===== config.mk =====
export PLATFORM = sky130hd
export DESIGN_NAME = pkt_dequeue_ctrl
export DESIGN_NICKNAME = d
export VERILOG_FILES = /design/src/rtl/pkt_dequeue_ctrl_pkg.sv /design/src/rtl/pkt_dequeue_ctrl_axis_fifo2.sv /design/src/rtl/pkt_dequeue_ctrl.sv
export SDC_FILE = /design/constraint.sdc
export NUM_CORES = 2
export LEC_CHECK = 0
export ABC_AREA = 1
export CELL_PAD_IN_SITES_DETAIL_PLACEMENT = 2
export CELL_PAD_IN_SITES_GLOBAL_PLACEMENT = 2
export CORE_MARGIN = 2
export CORE_UTILIZATION = 30
export DETAILED_ROUTE_END_ITERATION = 10
export GPL_ROUTABILITY_DRIVEN = 0
export PLACE_DENSITY = 0.79
export SYNTH_ARGS = -nofsm -noshare
export SYNTH_HDL_FRONTEND = slang
export SYNTH_HIERARCHICAL = 1
export SYNTH_SLANG_ARGS = --single-unit

===== constraint.sdc =====
create_clock -name clk -period 35.5 [get_ports clk]
set_clock_uncertainty 0.2 [all_clocks]
set_input_delay 7.1 -clock clk [delete_from_list [all_inputs] [get_ports clk]]
set_output_delay 7.1 -clock clk [all_outputs]
set_load 0.02 [all_outputs]

===== src/rtl/pkt_dequeue_ctrl_pkg.sv =====
// Shared types and constants for the packet dequeue controller.
package pkt_dequeue_ctrl_pkg;

  typedef enum logic {
    IDLE  = 1'b0,
    ISSUE = 1'b1
  } state_t;

  localparam int FIFO_DEPTH   = 2;
  localparam int DESC_ADDR_W  = 12;
  localparam int DESC_LEN_W   = 8;

endpackage


===== src/rtl/pkt_dequeue_ctrl_axis_fifo2.sv =====
// Two-entry registered FIFO; head register drives the output directly.
module axis_fifo2
  import pkt_dequeue_ctrl_pkg::*;
#(
  parameter int WIDTH = 8
) (
  input  logic             clk,
  input  logic             rst,
  input  logic             push,
  input  logic [WIDTH-1:0] push_data,
  input  logic             pop,
  output logic [WIDTH-1:0] pop_data,
  output logic             valid,
  output logic [1:0]       count
);

  localparam logic [1:0] FULL = 2'(FIFO_DEPTH);

  logic [WIDTH-1:0] head;
  logic [WIDTH-1:0] tail;
  logic [1:0]       cnt;
  logic             do_push;
  logic             do_pop;

  // a pop frees a slot in the same cycle, so push is legal even when full
  assign do_pop  = pop & (cnt != 2'd0);
  assign do_push = push & ((cnt != FULL) | do_pop);

  always_ff @(posedge clk or posedge rst) begin
    if (rst) begin
      head <= '0;
      tail <= '0;
      cnt  <= 2'd0;
    end else begin
      case (cnt)
        2'd0: begin
          if (do_push) head <= push_data;
        end
        2'd1: begin
          if (do_push) begin
            if (do_pop) head <= push_data;
            else        tail <= push_data;
          end
        end
        default: begin
          if (do_pop)  head <= tail;
          if (do_push) tail <= push_data;
        end
      endcase
      cnt <= cnt + {1'b0, do_push} - {1'b0, do_pop};
    end
  end

  assign pop_data = head;
  assign valid    = (cnt != 2'd0);
  assign count    = cnt;

endmodule


===== src/rtl/pkt_dequeue_ctrl.sv =====
// Walks a buffered packet's word list and streams it out over AXI4-Stream.
module pkt_dequeue_ctrl
  import pkt_dequeue_ctrl_pkg::*;
#(
  parameter int ADDR_WIDTH     = DESC_ADDR_W,
  parameter int LEN_WIDTH      = DESC_LEN_W,
  parameter int DATA_WIDTH     = 256,
  parameter int TUSER_WIDTH    = 128,
  parameter int BUF_RD_LATENCY = 1
) (
  input  logic                    clk,
  input  logic                    rst,
  input  logic                    s_desc_valid,
  output logic                    s_desc_ready,
  input  logic [ADDR_WIDTH-1:0]   s_desc_sop_addr,
  input  logic [LEN_WIDTH-1:0]    s_desc_len,
  output logic                    buf_rd_first_word_en,
  output logic                    buf_rd_en,
  output logic [ADDR_WIDTH-1:0]   buf_rd_pkt_sop_addr,
  input  logic [DATA_WIDTH-1:0]   buf_tdata,
  input  logic [DATA_WIDTH/8-1:0] buf_tkeep,
  input  logic                    buf_tlast,
  input  logic [TUSER_WIDTH-1:0]  buf_tuser,
  output logic [DATA_WIDTH-1:0]   m_axis_tdata,
  output logic [DATA_WIDTH/8-1:0] m_axis_tkeep,
  output logic [TUSER_WIDTH-1:0]  m_axis_tuser,
  output logic                    m_axis_tlast,
  output logic                    m_axis_tvalid,
  input  logic                    m_axis_tready,
  output logic [31:0]             stat_pkt_count,
  output logic                    err_len_mismatch
);

  localparam int KEEP_W = DATA_WIDTH / 8;
  localparam int PAY_W  = TUSER_WIDTH + 1 + KEEP_W + DATA_WIDTH;
  localparam logic [LEN_WIDTH-1:0] ONE = LEN_WIDTH'(1);

  state_t                    state;
  state_t                    state_nxt;
  logic [ADDR_WIDTH-1:0]     sop_q;
  logic [LEN_WIDTH-1:0]      len_q;
  logic [LEN_WIDTH-1:0]      words_left;
  logic [LEN_WIDTH-1:0]      pos;
  logic [LEN_WIDTH-1:0]      len_eff;
  logic                      first_q;
  logic [BUF_RD_LATENCY-1:0] rd_pipe;
  logic                      inflight;
  logic [1:0]                fifo_count;
  logic [31:0]               pkt_cnt;
  logic                      err_q;
  logic                      accept;
  logic                      pop;
  logic                      credit_ok;
  logic                      issue;
  logic                      last_issue;
  logic                      tlast_bad;
  logic [PAY_W-1:0]          fifo_in;
  logic [PAY_W-1:0]          fifo_out;

  assign len_eff    = (s_desc_len == '0) ? ONE : s_desc_len;
  assign accept     = s_desc_valid & s_desc_ready;
  assign pop        = m_axis_tvalid & m_axis_tready;
  // words already owed to the FIFO, net of the beat leaving this cycle
  assign credit_ok  = (({1'b0, fifo_count} + {2'b00, inflight})
                       - {2'b00, pop}) < 3'd2;
  assign issue      = (state == ISSUE) & credit_ok;
  assign last_issue = issue & (words_left == ONE);
  assign inflight   = rd_pipe[BUF_RD_LATENCY-1];
  assign tlast_bad  = inflight & (buf_tlast != (pos == len_q - ONE));

  always_ff @(posedge clk or posedge rst) begin
    if (rst) state <= IDLE;
    else     state <= state_nxt;
  end

  always_comb begin
    state_nxt = state;
    unique case (state)
      IDLE:    if (accept)     state_nxt = ISSUE;
      ISSUE:   if (last_issue) state_nxt = IDLE;
      default: state_nxt = IDLE;
    endcase
  end

  always_comb begin
    s_desc_ready         = (state == IDLE) & ~rst;
    buf_rd_first_word_en = issue & first_q;
    buf_rd_en            = issue & ~first_q;
    buf_rd_pkt_sop_addr  = buf_rd_first_word_en ? sop_q : '0;
  end

  always_ff @(posedge clk or posedge rst) begin
    if (rst) begin
      sop_q      <= '0;
      len_q      <= ONE;
      words_left <= '0;
      first_q    <= 1'b0;
      rd_pipe    <= '0;
      pos        <= '0;
      pkt_cnt    <= '0;
      err_q      <= 1'b0;
    end else begin
      if (accept) begin
        sop_q      <= s_desc_sop_addr;
        len_q      <= len_eff;
        words_left <= len_eff;
        first_q    <= 1'b1;
      end else if (issue) begin
        words_left <= words_left - ONE;
        first_q    <= 1'b0;
      end
      rd_pipe <= BUF_RD_LATENCY'({rd_pipe, issue});
      if (inflight) pos <= (pos == len_q - ONE) ? '0 : pos + ONE;
      if (last_issue) pkt_cnt <= pkt_cnt + 32'd1;
      if ((accept & (s_desc_len == '0)) | tlast_bad) err_q <= 1'b1;
    end
  end

  assign fifo_in = {buf_tuser, buf_tlast, buf_tkeep, buf_tdata};

  axis_fifo2 #(
    .WIDTH (PAY_W)
  ) u_fifo (
    .clk       (clk),
    .rst       (rst),
    .push      (inflight),
    .push_data (fifo_in),
    .pop       (pop),
    .pop_data  (fifo_out),
    .valid     (m_axis_tvalid),
    .count     (fifo_count)
  );

  assign {m_axis_tuser, m_axis_tlast, m_axis_tkeep, m_axis_tdata} = fifo_out;
  assign stat_pkt_count   = pkt_cnt;
  assign err_len_mismatch = err_q;

endmodule


Word level (Yosys, flattened, before mapping)
Cells that the tools add are included.
Word-level totals
  output and inout port bits: 466
  bits of input ports: 441
  flip-flop bits (word level): 908
Operators by class
  add/sub/neg operators: 8
  $lt $le $gt $ge: 1
  equality and inequality tests: 9
  bitwise gates (word level): 17
  muxes and demuxes: 18
  reduce and logical (&&, ||, !) cells: 7
Operators with widths (count)
  $mux 417: 6
  $pmux 417 s2: 2
  $add 32x1->32 const B: 1
  $mux 8: 4
  $sub 8x1->8 const B: 2
  $mux 12: 1
  $and 1x1->1: 11
  $add 8x1->8 const B: 1
  $eq 8x1->1 const B: 1
  $eq 8x8->1: 1
  $logic_not 8->1: 1
  $ne 2x1->1 const B: 3
  $reduce_bool 2->1: 3
  $mux 1: 4
  $ne 2x2->1 const B: 2
  $not 1->1: 4
  $reduce_and 4->1: 1
  $add 2x1->3: 1
  $lt 3x2->1 const B: 1
  $reduce_and 3->1: 1
  $sub 3x1->3: 1
  $add 2x1->2: 1
  $eq 2x1->1 const B: 1
  $logic_not 2->1: 1
  other kinds (4): 5

Depth between registers and ports, before layout
  depth in word-level cells: 8
  gate-level depth with buffers: 18
  gate-level depth less buffers: 15

Modules after synthesis
The synthesis kept the hierarchy.
By module, submodules not included
  axis_fifo2: instances 1, cells an instance 4143, area an instance 36931.7 µm², seq. area each 20920.1 µm²
  pkt_dequeue_ctrl: instances 1, cells an instance 572, area an instance 4214.0 µm², seq. area each 1803.0 µm²

Worst setup path before layout
Ideal clock, no wire load.
  path type: input-to-output
  from: input port m_axis_tready
  to: output port buf_rd_pkt_sop_addr[10]
  data required time: 28200 ps
  slack: 18871 ps
  buffers on the path: 2
  data arrival time: 9329 ps
  stages: 12
  cell sequence: nand2_1 inv_1 ha_1 nor2_1 fa_1 nor2_1 nand3_2 buf_6 nor2_1 inv_1 clkbuf_1 nor2_1
On the way
  cells in the longest elaborated chain, start to end: 6
RTL lines
  start: declaration: RTL line pkt_dequeue_ctrl.sv:29  | input logic m_axis_tready,
  $and 1x1->1: RTL line pkt_dequeue_ctrl.sv:62  | assign pop = m_axis_tvalid & m_axis_tready;
  via pop: RTL line pkt_dequeue_ctrl.sv:52  | logic pop;
  $sub 3x1->3: RTL line pkt_dequeue_ctrl.sv:65  | - {2'b00, pop}) < 3'd2;
  $lt 3x2->1: RTL line pkt_dequeue_ctrl.sv:65
  $and 1x1->1: RTL line pkt_dequeue_ctrl.sv:66  | assign issue = (state == ISSUE) & credit_ok;
  $and 1x1->1: RTL line pkt_dequeue_ctrl.sv:87  | buf_rd_first_word_en = issue & first_q;
  via buf_rd_first_word_en: RTL line pkt_dequeue_ctrl.sv:17  | output logic buf_rd_first_word_en,
  $mux 12: RTL line pkt_dequeue_ctrl.sv:89  | buf_rd_pkt_sop_addr = buf_rd_first_word_en ? sop_q : '0;
  end: declaration: RTL line pkt_dequeue_ctrl.sv:19  | output logic [ADDR_WIDTH-1:0] buf_rd_pkt_sop_addr,
The timed path passes the listed nets, and every way through them passes these cells.

Worst setup path in the final report
  from: input port m_axis_tready
  to: output port buf_rd_pkt_sop_addr[8]
On the way
  cells in the longest elaborated chain, start to end: 6
RTL lines (RTL line)
  $and 1x1->1: pkt_dequeue_ctrl.sv:62
  via pop: pkt_dequeue_ctrl.sv:52
  $sub 3x1->3: pkt_dequeue_ctrl.sv:65
  $lt 3x2->1: pkt_dequeue_ctrl.sv:65
  $and 1x1->1: pkt_dequeue_ctrl.sv:66
  $and 1x1->1: pkt_dequeue_ctrl.sv:87
  $mux 12: pkt_dequeue_ctrl.sv:89
The timed path passes the listed nets, and every way through them passes these cells.

==> flow_summary_export.csv <==
group,metric,value,unit
sta,post-route-min-period,17760,ps
layout,synthToLayoutAreaGrowth,33.3,%
cts,cts_tree,"done",
setup_path,critPathRequiredTime,28200,ps
yosys,synth_area,41100,µm²
pwr,p_leak,24.7,nW
worst_hold_path,hold_path_class,"flip-flop to flip-flop",
yosys,avgSynthCellArea,8.73,µm²
floorplanning,initial_core_util,30.3,%
yosys,ys.warnings.count,6,
detailed_routing,avgViaCountPerCell,5.17,
cts,worstSkewPairLatency,710,ps
cts,htreeDepth,3,
cts,clk_path_buf_depth,3,
detailed_routing,drt_iter0_drc,1959,
floorplanning,coreArea,136000,µm²
sta,fmax,56.3,MHz
layout,stdcell_count,7302,
yosys,yosys.area.top_type,"dfrtp_1",
yosys,synth_cell_types,38,
yosys,seq_area_frac_synth,55.2,%
detailed_routing,first_pass_iters,5,
setup_path,critPathKind,"input pin to primary output",
yosys,yosys-top-cells-area,"dfrtp_1, nand2_1, o21ai_0, nand4_1, or2_2",
cts,cts-root-buf,"clkbuf_16",
setup_path,cp_slowest_cell,"clkdlybuf4s50_1",
cts,cts_hold_buffers,0,
sta,relSlewSlack,18.5,%
global_routing,grt_pass1_vias,41322,
sta,period_share,50.0,%
cts,cts_buffers,109,
layout,layout_common_cells,"nand2_1, clkdlybuf4s50_1, dfrtp_1",
detailed_routing,vias,37724,
global_routing,grt_usage,23.5,%
run,max-cap-violations,0,
setup_path,critPathMaxStageDelay,620,ps
detailed_routing,ant_nets,0,
setup_path,path_cells,"clkdlybuf4s50_1 -> nand2_1 -> inv_1 -> ha_1 -> nor2_1 -> fa_1 -> nor2_1 -> nand3_2 -> nor2_1 -> inv_1 -> nor2_1 -> clkdlybuf4s50_1",
yosys,syn_nets,5165,
global_routing,grt_max_degree,160,
cts,cts_setup_buffers,0,
detailed_routing,route.detailed.drc,0,
sta,finalHoldViolations,0,
floorplanning,rows,135,
sta,timing.final.ws_setup,17740,ps
layout,regArea,22700,µm²
layout,num-nets-final,5843,
setup_path,arrival,10460,ps
pwr,peakVddDrop,84.9,µV
cts,cts.repair.resized,0,
place,dp_worst_setup_slack,17680,ps
place,postPlaceCellArea,51100,µm²
yosys,synth_seq_cells,908,
layout,multi_input_area,16300,µm²
global_routing,antenna_found_initial,61,
layout,fin_area,54900,µm²
global_routing,grt_pass1_wl,258000,µm
place,place_hpwl,107000,µm
setup_path,crit_family,"buffers and inverters",
setup_path,cp_common_cell,"nor2_1",
pwr,power.density,103,nW/µm²
global_routing,overflow,0,
floorplanning,die_y,374,µm
yosys,yosysTopAreaCellShare,55.2,%
setup_path,critical_path.max_fanout,12,
layout,final_common_cell,"nand2_1",
sta,worst_pin_slew,1220,ps
place,dpl.cell_count,7063,
setup_path,crit_path_start_kind,"input pin",
sta,slew_violations,0,
sta,tns,0,ps
pwr,finalPower,5.63,mW
yosys,synth_cells,4715,
setup_path,cp-end-kind,"primary output",
place,io_buffers,906,
floorplanning,fp.dieW,374,µm
cts,clkSinkCount,908,
cts,cts.clk_slew.worst_paths,50,ps
layout,fillCellCount,14791,
sta,setup_violations,0,
run_status,status,"completed",
sta,rsz0062_at_grt,"no",
detailed_routing,routed_wirelength,169000,µm
detailed_routing,post_drt_wl_per_cell,23.1,µm
floorplanning,io_pins,907,
floorplanning,die_area,140000,µm²
layout,post_route_cells_drive_above_1_share,12.1,%
setup_path,critPathBufInv,4,
-- state kept, by name, indices dropped and copies added (netlist names) --
register and cells:
stat_pkt_count 32, inflight 1, len_q 8, pos 8, state 1, u_fifo/count 2
u_fifo/tail 417, u_fifo/pop_data 417, words_left 8, sop_q 12, first_q 1, err_len_mismatch 1
-- metrics by stage --
step	util, %	hold slack, ps
finish	40.4	265
global route	40.4	285
CTS	40.3	267
detailed placement	37.6	253
global placement	37.6	247
floorplan	-	237
-- per-layer routing --
| layer | vias up | GRT usage [%] | share of wire, % |
|---|---|---|---|
| met1 | 19403 | 28.2 | 40 |
| met2 | 895 | 39.2 | 49 |
| met3 | 283 | 6.85 | 6.7 |
| met5 | - | 0 | 0.21 |
| li1 | 17091 | - | - |
| met4 | 52 | 10.0 | 3.7 |
-- path summary, 6_finish.rpt --
kind,slack (ps),to,from,depth (start not counted)
setup / recovery,17740,buf_rd_pkt_sop_addr[8],m_axis_tready,12
hold / removal,270,u_fifo/tail[47],u_fifo/tail[47],2
setup reg to reg,28920,u_fifo/pop_data[93],u_fifo/count[1],12
hold reg to reg,270,u_fifo/tail[47],u_fifo/tail[47],2
max in group asynchronous,24450,u_fifo/pop_data[151],rst,6
min in group asynchronous,6760,u_fifo/pop_data[370],rst,2
-- cells by family after synthesis --
logic type                 count (synthesis)  share of synthesized area, %
buffers and inverters                    467                          5.37
DFF                                      908                          55.2
adders and majority gates                  9                         0.292
AOI/OAI and AO/OA                        880                          10.8
and+or+nand+nor                         2409                          27.5
muxes                                      1                        0.0243
xor gates and xnor gates                  41                         0.873
-- area by class of cell --
cell class	count	area share, %
diodes	37	0.169
clock buffers	175	6.20
clock inverters	27	0.554
inverters	84	0.602
multi-input cells	3340	29.6
flip-flops and latches	908	41.4
well taps	1781	4.06
repair buffers	950	17.3
-- where the power goes --
group | internal (mW) | total [mW] | switching [mW]
Combinational | 0.936 | 2.65 | 1.71
Clock | 0.688 | 1.15 | 0.467
Sequential | 1.53 | 1.83 | 0.300
Total | 3.16 | 5.63 | 2.48
-- synth_stat cells --
cell type	count
nor2_1	87
dfstp_2	1
nor3_1	13
nor2_2	1
o31ai_1	1
inv_2	2
nand2_1	1419
fa_1	1
xor2_1	29
nand3_1	31
o21ai_1	165
buf_2	85
ha_1	8
nand3_2	2
a311oi_1	1
mux2i_1	1
buf_1	12
nor2_4	2
dfrtp_1	907
xnor2_1	12
o21ai_0	702
or2_1	1
nor3_2	6
o311ai_0	1
clkbuf_1	240
inv_1	82
nor3_4	1
o211ai_1	1
buf_6	41
buf_8	3
a21oi_1	6
buf_4	2
o221ai_1	2
nand2_2	3
nand4_1	424
o21bai_1	1
or2_2	418
nand3b_1	1
-- worst reg2reg max path, cell delays in order, from the launching register on --
cell and delay (ps):
dfrtp_4 650, inv_8 500, nand2_1 340, nand2_1 120, inv_1 100, inv_1 150
nand2_1 170, nand2_8 510, buf_4 850, buf_4 770, buf_4 930, buf_4 830
o21ai_0 290
Power figures use the tool's default switching activity.
